### config.mk
export PLATFORM = sky130hd
export DESIGN_NAME = ipif_rr_arbiter_flat
export DESIGN_NICKNAME = d
export VERILOG_FILES = /design/src/rtl/ipif_rr_arbiter_if.sv /design/src/rtl/ipif_rr_arbiter.sv /design/src/flat_wrapper.sv
export SDC_FILE = /design/constraint.sdc
export NUM_CORES = 1
export LEC_CHECK = 0
export BUFFER_PORTS_ARGS = -buffer_cell sky130_fd_sc_hd__buf_4
export CAP_MARGIN = 25
export CELL_PAD_IN_SITES_DETAIL_PLACEMENT = 1
export CELL_PAD_IN_SITES_GLOBAL_PLACEMENT = 1
export CORE_ASPECT_RATIO = 1.5
export CORE_MARGIN = 3
export CORE_UTILIZATION = 33
export CTS_CLUSTER_DIAMETER = 150
export CTS_CLUSTER_SIZE = 28
export DETAILED_ROUTE_END_ITERATION = 6
export GPL_TIMING_DRIVEN = 0
export HOLD_SLACK_MARGIN = 0.06
export MAX_ROUTING_LAYER = met4
export PLACE_DENSITY_LB_ADDON = 0.1
export SYNTH_ARGS = -nofsm -noshare
export SYNTH_HDL_FRONTEND = slang
export SYNTH_SLANG_ARGS = --single-unit
### constraint.sdc
create_clock -name Bus2IP_Clk -period 2 [get_ports Bus2IP_Clk]
set_input_delay 0.1 -clock Bus2IP_Clk [delete_from_list [all_inputs] [get_ports Bus2IP_Clk]]
set_output_delay 0.1 -clock Bus2IP_Clk [all_outputs]
set_load 0.01 [all_outputs]
### src/rtl/ipif_rr_arbiter_if.sv
// Signal bundle between the requesters, the round-robin arbiter and the IPIF register bank.
// The arbiter takes the slave modport; the requester/bank environment takes the master modport.
interface ipif_rr_arbiter_if #(
  parameter int unsigned C_S_AXI_DATA_WIDTH = 32,
  parameter int unsigned C_S_AXI_ADDR_WIDTH = 32,
  parameter int unsigned NUM_MASTERS        = 2
);
  localparam int unsigned DW = C_S_AXI_DATA_WIDTH;
  localparam int unsigned AW = C_S_AXI_ADDR_WIDTH;
  localparam int unsigned N  = NUM_MASTERS;
  localparam int unsigned BW = DW / 8;

  logic [N-1:0]    m_req;
  logic [N*AW-1:0] m_addr;
  logic [N-1:0]    m_rnw;
  logic [N*DW-1:0] m_wdata;
  logic [N*BW-1:0] m_be;
  logic [N-1:0]    m_ack;
  logic [N-1:0]    m_err;
  logic [DW-1:0]   m_rdata;

  logic            Bus2IP_CS;
  logic            Bus2IP_RNW;
  logic [AW-1:0]   Bus2IP_Addr;
  logic [DW-1:0]   Bus2IP_Data;
  logic [BW-1:0]   Bus2IP_BE;
  logic [DW-1:0]   IP2Bus_Data;
  logic            IP2Bus_RdAck;
  logic            IP2Bus_WrAck;
  logic            IP2Bus_Error;

  modport slave (
    input  m_req, m_addr, m_rnw, m_wdata, m_be,
    output m_ack, m_err, m_rdata,
    output Bus2IP_CS, Bus2IP_RNW, Bus2IP_Addr, Bus2IP_Data, Bus2IP_BE,
    input  IP2Bus_Data, IP2Bus_RdAck, IP2Bus_WrAck, IP2Bus_Error
  );

  modport master (
    output m_req, m_addr, m_rnw, m_wdata, m_be,
    input  m_ack, m_err, m_rdata,
    input  Bus2IP_CS, Bus2IP_RNW, Bus2IP_Addr, Bus2IP_Data, Bus2IP_BE,
    output IP2Bus_Data, IP2Bus_RdAck, IP2Bus_WrAck, IP2Bus_Error
  );
endinterface

### src/rtl/ipif_rr_arbiter.sv
// Round-robin arbiter sharing one IPIF register-bank port between NUM_MASTERS requesters,
// with a single-cycle CS strobe per access and a timeout for accesses the bank never acks.
module ipif_rr_arbiter #(
  parameter int unsigned C_S_AXI_DATA_WIDTH = 32,
  parameter int unsigned C_S_AXI_ADDR_WIDTH = 32,
  parameter int unsigned NUM_MASTERS        = 2,
  parameter int unsigned TIMEOUT_CYCLES     = 16
) (
  input logic              Bus2IP_Clk,
  input logic              Bus2IP_Resetn,
  ipif_rr_arbiter_if.slave bus
);
  localparam int unsigned DW = C_S_AXI_DATA_WIDTH;
  localparam int unsigned AW = C_S_AXI_ADDR_WIDTH;
  localparam int unsigned N  = NUM_MASTERS;
  localparam int unsigned BW = DW / 8;
  localparam int unsigned GW = $clog2(N);
  localparam int unsigned CW = $clog2(TIMEOUT_CYCLES + 1);

  localparam logic [1:0] S_IDLE  = 2'd0;
  localparam logic [1:0] S_ISSUE = 2'd1;
  localparam logic [1:0] S_WAIT  = 2'd2;
  localparam logic [1:0] S_DONE  = 2'd3;

  logic [1:0]    r_state;
  logic [GW-1:0] r_last_grant;
  logic [GW-1:0] r_grant;
  logic [CW-1:0] r_cnt;
  logic          r_cs;
  logic          r_rnw;
  logic [AW-1:0] r_addr;
  logic [DW-1:0] r_data;
  logic [BW-1:0] r_be;
  logic [N-1:0]  r_m_ack;
  logic [N-1:0]  r_m_err;
  logic [DW-1:0] r_m_rdata;

  logic          w_found;
  logic [GW-1:0] w_next;
  logic [GW-1:0] w_idx;
  logic [AW-1:0] w_sel_addr;
  logic [DW-1:0] w_sel_wdata;
  logic [BW-1:0] w_sel_be;
  logic          w_sel_rnw;
  logic [N-1:0]  w_grant_oh;
  logic          w_bus_ack;
  logic [CW-1:0] w_cnt_inc;
  logic          w_timeout;

  // Search starts just after the last winner and wraps, so the first hit is the fair choice.
  always_comb begin
    w_found = 1'b0;
    w_next  = '0;
    w_idx   = '0;
    for (int unsigned k = 1; k <= N; k++) begin
      w_idx = GW'((32'(r_last_grant) + k) % N);
      if (!w_found && bus.m_req[w_idx]) begin
        w_found = 1'b1;
        w_next  = w_idx;
      end
    end
  end

  always_comb begin
    w_sel_addr  = '0;
    w_sel_wdata = '0;
    w_sel_be    = '0;
    w_sel_rnw   = 1'b1;
    for (int unsigned i = 0; i < N; i++) begin
      if (w_next == GW'(i)) begin
        w_sel_addr  = bus.m_addr[i*AW +: AW];
        w_sel_wdata = bus.m_wdata[i*DW +: DW];
        w_sel_be    = bus.m_be[i*BW +: BW];
        w_sel_rnw   = bus.m_rnw[i];
      end
    end
  end

  always_comb begin
    w_grant_oh = '0;
    for (int unsigned i = 0; i < N; i++) begin
      w_grant_oh[i] = (r_grant == GW'(i));
    end
  end

  assign w_bus_ack = bus.IP2Bus_RdAck | bus.IP2Bus_WrAck;
  assign w_cnt_inc = r_cnt + CW'(1);
  assign w_timeout = (w_cnt_inc == CW'(TIMEOUT_CYCLES));

  always_ff @(posedge Bus2IP_Clk or negedge Bus2IP_Resetn) begin
    if (!Bus2IP_Resetn) begin
      r_state      <= S_IDLE;
      r_last_grant <= GW'(N - 1);
      r_grant      <= '0;
      r_cnt        <= '0;
      r_cs         <= 1'b0;
      r_rnw        <= 1'b1;
      r_addr       <= '0;
      r_data       <= '0;
      r_be         <= '0;
      r_m_ack      <= '0;
      r_m_err      <= '0;
      r_m_rdata    <= '0;
    end else begin
      case (r_state)
        S_IDLE: begin
          if (w_found) begin
            r_grant      <= w_next;
            r_last_grant <= w_next;
            r_addr       <= w_sel_addr;
            r_data       <= w_sel_wdata;
            r_be         <= w_sel_be;
            r_rnw        <= w_sel_rnw;
            r_cs         <= 1'b1;
            r_state      <= S_ISSUE;
          end
        end
        S_ISSUE: begin
          r_cs    <= 1'b0;
          r_cnt   <= '0;
          r_state <= S_WAIT;
        end
        S_WAIT: begin
          // Completion is registered here so m_ack/m_err/m_rdata are valid throughout DONE.
          if (w_bus_ack) begin
            r_m_rdata <= r_rnw ? bus.IP2Bus_Data : '0;
            r_m_err   <= w_grant_oh & {N{bus.IP2Bus_Error}};
            r_m_ack   <= w_grant_oh;
            r_state   <= S_DONE;
          end else if (w_timeout) begin
            r_m_rdata <= '0;
            r_m_err   <= w_grant_oh;
            r_m_ack   <= w_grant_oh;
            r_state   <= S_DONE;
          end else begin
            r_cnt <= w_cnt_inc;
          end
        end
        S_DONE: begin
          r_m_ack <= '0;
          r_m_err <= '0;
          r_state <= S_IDLE;
        end
        default: r_state <= S_IDLE;
      endcase
    end
  end

  assign bus.m_ack       = r_m_ack;
  assign bus.m_err       = r_m_err;
  assign bus.m_rdata     = r_m_rdata;
  assign bus.Bus2IP_CS   = r_cs;
  assign bus.Bus2IP_RNW  = r_rnw;
  assign bus.Bus2IP_Addr = r_addr;
  assign bus.Bus2IP_Data = r_data;
  assign bus.Bus2IP_BE   = r_be;
endmodule

### src/flat_wrapper.sv
// flat-port wrapper written by rule: the top's interface ports become plain ports
module ipif_rr_arbiter_flat 
#(
  parameter int unsigned C_S_AXI_DATA_WIDTH = 32,
  parameter int unsigned C_S_AXI_ADDR_WIDTH = 32,
  parameter int unsigned NUM_MASTERS        = 2,
  parameter int unsigned TIMEOUT_CYCLES     = 16
)
  (Bus2IP_Clk, Bus2IP_Resetn, bus_m_req, bus_m_addr, bus_m_rnw, bus_m_wdata, bus_m_be, bus_m_ack, bus_m_err, bus_m_rdata, bus_Bus2IP_CS, bus_Bus2IP_RNW, bus_Bus2IP_Addr, bus_Bus2IP_Data, bus_Bus2IP_BE, bus_IP2Bus_Data, bus_IP2Bus_RdAck, bus_IP2Bus_WrAck, bus_IP2Bus_Error);
  ipif_rr_arbiter_if #(.C_S_AXI_DATA_WIDTH(C_S_AXI_DATA_WIDTH), .C_S_AXI_ADDR_WIDTH(C_S_AXI_ADDR_WIDTH), .NUM_MASTERS(NUM_MASTERS)) bus_i ();
  input logic Bus2IP_Clk;
  input logic Bus2IP_Resetn;
  input wire logic [$bits(bus_i.m_req)-1:0] bus_m_req;
  input wire logic [$bits(bus_i.m_addr)-1:0] bus_m_addr;
  input wire logic [$bits(bus_i.m_rnw)-1:0] bus_m_rnw;
  input wire logic [$bits(bus_i.m_wdata)-1:0] bus_m_wdata;
  input wire logic [$bits(bus_i.m_be)-1:0] bus_m_be;
  output wire logic [$bits(bus_i.m_ack)-1:0] bus_m_ack;
  output wire logic [$bits(bus_i.m_err)-1:0] bus_m_err;
  output wire logic [$bits(bus_i.m_rdata)-1:0] bus_m_rdata;
  output wire logic [$bits(bus_i.Bus2IP_CS)-1:0] bus_Bus2IP_CS;
  output wire logic [$bits(bus_i.Bus2IP_RNW)-1:0] bus_Bus2IP_RNW;
  output wire logic [$bits(bus_i.Bus2IP_Addr)-1:0] bus_Bus2IP_Addr;
  output wire logic [$bits(bus_i.Bus2IP_Data)-1:0] bus_Bus2IP_Data;
  output wire logic [$bits(bus_i.Bus2IP_BE)-1:0] bus_Bus2IP_BE;
  input wire logic [$bits(bus_i.IP2Bus_Data)-1:0] bus_IP2Bus_Data;
  input wire logic [$bits(bus_i.IP2Bus_RdAck)-1:0] bus_IP2Bus_RdAck;
  input wire logic [$bits(bus_i.IP2Bus_WrAck)-1:0] bus_IP2Bus_WrAck;
  input wire logic [$bits(bus_i.IP2Bus_Error)-1:0] bus_IP2Bus_Error;
  assign bus_i.m_req = bus_m_req;
  assign bus_i.m_addr = bus_m_addr;
  assign bus_i.m_rnw = bus_m_rnw;
  assign bus_i.m_wdata = bus_m_wdata;
  assign bus_i.m_be = bus_m_be;
  assign bus_m_ack = bus_i.m_ack;
  assign bus_m_err = bus_i.m_err;
  assign bus_m_rdata = bus_i.m_rdata;
  assign bus_Bus2IP_CS = bus_i.Bus2IP_CS;
  assign bus_Bus2IP_RNW = bus_i.Bus2IP_RNW;
  assign bus_Bus2IP_Addr = bus_i.Bus2IP_Addr;
  assign bus_Bus2IP_Data = bus_i.Bus2IP_Data;
  assign bus_Bus2IP_BE = bus_i.Bus2IP_BE;
  assign bus_i.IP2Bus_Data = bus_IP2Bus_Data;
  assign bus_i.IP2Bus_RdAck = bus_IP2Bus_RdAck;
  assign bus_i.IP2Bus_WrAck = bus_IP2Bus_WrAck;
  assign bus_i.IP2Bus_Error = bus_IP2Bus_Error;
  ipif_rr_arbiter #(.C_S_AXI_DATA_WIDTH(C_S_AXI_DATA_WIDTH), .C_S_AXI_ADDR_WIDTH(C_S_AXI_ADDR_WIDTH), .NUM_MASTERS(NUM_MASTERS), .TIMEOUT_CYCLES(TIMEOUT_CYCLES)) u_core (.Bus2IP_Clk(Bus2IP_Clk), .Bus2IP_Resetn(Bus2IP_Resetn), .bus(bus_i));
endmodule
==> flow_summary.yaml <==
sta:
  worst_hold_slack_ns: 0.0683
  rsz0062_at_grt: "no"
  period_share: 0.923
  fin_ws_ns: 0.155
  clock.fmax_mhz: 542
  slew_viol_final: 0
  post-route-min-period_ns: 1.85
  final-setup-viol-count: 0
  hold_viol: 0
  worst_pin_slew_ns: 0.525
  slew_headroom: 0.650
  clock_skew_ns: 0.0107
route:
  wire_per_inst_um: 20.8
  drt_iter0_drc: 206
  ant_nets: 0
  drt-pass1-iter-count: 4
  remaining_drc_errors: 0
  totalWireLength_um: 23600
  vias: 5673
  vias_per_cell: 4.98
critical_path:
  r2r_start: "u_core.r_cnt[0]"
  worstSetupPathType: "flip-flop to flip-flop"
  r2r_cells: 6
  required_ns: 2.34
  r2r-end: "u_core.bus.m_rdata[28]"
  start_kind: "flip-flop"
  cp.arrival_ns: 2.19
  cp-end-kind: "flip-flop"
  critPathMaxFanout: 10
  reg2reg_slack_ns: 0.15
synthesis:
  syn_area_um2: 5120
  ys.flop_type: "dfrtp_1"
  ys_types: 41
  synthCells: 453
  yosys.area_share.simple: 0.0806
  syn_nets: 635
  synthArstFlopShare: 1.00
  synth_edf_count: 0
  yosys_warnings: 0
  yosys_register_bits: 115
  synth_top_family_by_area: "compound AO/OA/AOI/OAI gates"
  synth_fa_ha_area_frac: 0.0122
  syn_area_per_cell_um2: 11.3
  synth-compound-area-share: 0.162
  synth_seq_area_share: 0.562
  synth.area.mux_share: 0.141
  synth_xor_xnor_area_share: 0
hold_path:
  hp-start: "bus_m_addr[47]"
  holdCritPathClass: "input pin to flip-flop"
  hold_end: "u_core.bus.Bus2IP_Addr[15]"
  min_path_cells: 3
final_layout:
  final_nets: 1107
  utilization: 0.651
  layout-drive-gt1-share: 0.380
  finalInstanceArea_um2: 9850
  syn2layout_area_growth_pct: 92.3
grt:
  overflow: 0
  grt_max_degree: 67
  grt_util_all_layers: 0.286
  grt_first_pass_wirelength_um: 36000
  grt_pass1_vias: 6765
  antenna_found_initial: 2
floorplanning:
  io_pins: 283
  die_x_um: 108
  die_height_um: 159
  fp.dieArea_um2: 17100
  core_area_um2: 15100
  rows: 55
  start_util: 0.338
clocking:
  cts_tree: "yes"
  ctsHtreeMaxLevel: 4
  cts_buffers: 17
  cts_setup_buffers: 0
  clk_latency_ns: 0.41
  clock_sinks: 115
  cts_buffer_depth: 2
  clk_pin_slew_worst_paths_ns: 0.06
  root_buffer: "clkbuf_16"
power:
  pwr-share-seq: 0.318
  p_int_uw: 8250
  p_sw_uw: 4830
  power_frac_clock: 0.237
  p_total_uw: 13100
  p_leak_uw: 0.00485
  vdd_drop_max_v: 0.000516
  swShare: 0.369
  comb_power_share: 0.445
  powerDensity_nw_per_um2: 1330
flow_run:
  maxCapViolations: 0
placed_design:
  place_ws_ns: -0.125
  io_buffers: 282
  gp_congestion: 0.779
  placed_area_um2: 7520
  hpwlAfterDp_um: 13900
run_status:
  outcome: "finished, final reports clean"
[stage by stage]
step           std cells  setup TNS, ns
2_1_floorplan        453              0
3_3_place_gp         934         -0.423
3_5_place_dp         935          -3.51
4_1_cts             1136              0
5_1_grt             1138              0
6_report            1139              0
[metal layers]
layer / vias to the layer above / track usage / wire, um
met3: 86 / 0.0665 / 1220
met4: 0 / 0.153 / 1290
met1: 2772 / 0.272 / 8050
met5: - / - / 0
met2: 259 / 0.528 / 13100
li1: 2556 / - / -
[sequential cells by signal (all words and copies together) (netlist names)]
name	cells
u_core.r_grant	1
u_core.bus.Bus2IP_RNW	1
u_core.bus.m_err	2
u_core.bus.Bus2IP_Addr	32
u_core.bus.Bus2IP_CS	1
u_core.r_state	2
u_core.bus.m_rdata	32
u_core.bus.Bus2IP_BE	4
u_core.r_last_grant	1
u_core.bus.m_ack	2
u_core.bus.Bus2IP_Data	32
u_core.r_cnt	5
[cell type report]
| class | instances | area [um2] |
|---|---|---|
| clock inverters | 12 | 158 |
| clock buffers | 19 | 443 |
| multi-input cells | 301 | 2030 |
| diodes | 3 | 7.51 |
| repair buffers | 453 | 3850 |
| flip-flops and latches | 115 | 2880 |
| fillers | 1576 | 5290 |
| inverters | 6 | 22.5 |
| well taps | 199 | 249 |
| plain buffers | 31 | 211 |
[power groups by stage]
stage | registers (uW) | logic [uW] | clock network, uW
2_1_floorplan | 4490 | 2060 | 0
3_3_place_gp | 4020 | 5150 | 0
3_5_place_dp | 4110 | 5280 | 0
4_1_cts | 4090 | 5650 | 3150
5_1_grt | 4270 | 6330 | 3260
6_report | 4160 | 5820 | 3100
[critical path, cell delays in order, from the launching register on]
cell and delay (ns):
dfrtp_1 0.44, ha_1 0.25, and2_1 0.25, a211o_4 0.42
nand2_8 0.13, buf_12 0.13, a22o_1 0.16
[cell families after synthesis]
group	Yosys count
compound gates	130
flops	115
fa+ha+maj	5
buf+inv	37
mux	71
simple gates	95
[cells in the mapped netlist, types with 4 or more instances]
cell type | n | area, um2
dfrtp_1 | 113 | 2830
o21ai_0 | 76 | 380
nand2_1 | 75 | 282
mux2i_1 | 69 | 691
a22o_1 | 30 | 263
clkbuf_1 | 11 | 41.3
buf_4 | 7 | 52.6
buf_1 | 6 | 22.5
inv_1 | 6 | 22.5
a21oi_1 | 5 | 25.0
ha_1 | 5 | 62.6
nand3_1 | 5 | 25.0
nor2_1 | 5 | 18.8
buf_2 | 4 | 20.0
[placed cells by master (no fill, tap or decap), drive strengths merged, types with 6 or more instances in the layout]
cell type / n
nand2: 76
nor2: 6
dlygate4sd3: 170
a21oi: 6
inv: 7
dfrtp: 113
clkbuf: 30
o21ai: 78
a22o: 33
mux2i: 69
buf: 303
[worst max path at each step]
stage | to | cells after the start | startpoint
after floorplan | u_core.bus.m_rdata[23] | 6 | u_core.r_cnt[0]
after global placement | u_core.bus.Bus2IP_CS | 7 | u_core.r_state[0]
after detailed placement | u_core.bus.Bus2IP_CS | 7 | u_core.r_state[0]
after CTS | u_core.bus.Bus2IP_CS | 7 | u_core.r_state[0]
after global routing | u_core.bus.m_rdata[28] | 7 | u_core.r_state[0]
final | u_core.bus.m_rdata[28] | 6 | u_core.r_cnt[0]
[what timing repair did]
action	CTS	global route
hold buffers	170	0
gates resized for setup	12	3
pin swaps	0	0
endpoints found under the hold margin	150	0
endpoints found under the setup margin	91	100
(Power assumes the default switching activity.)
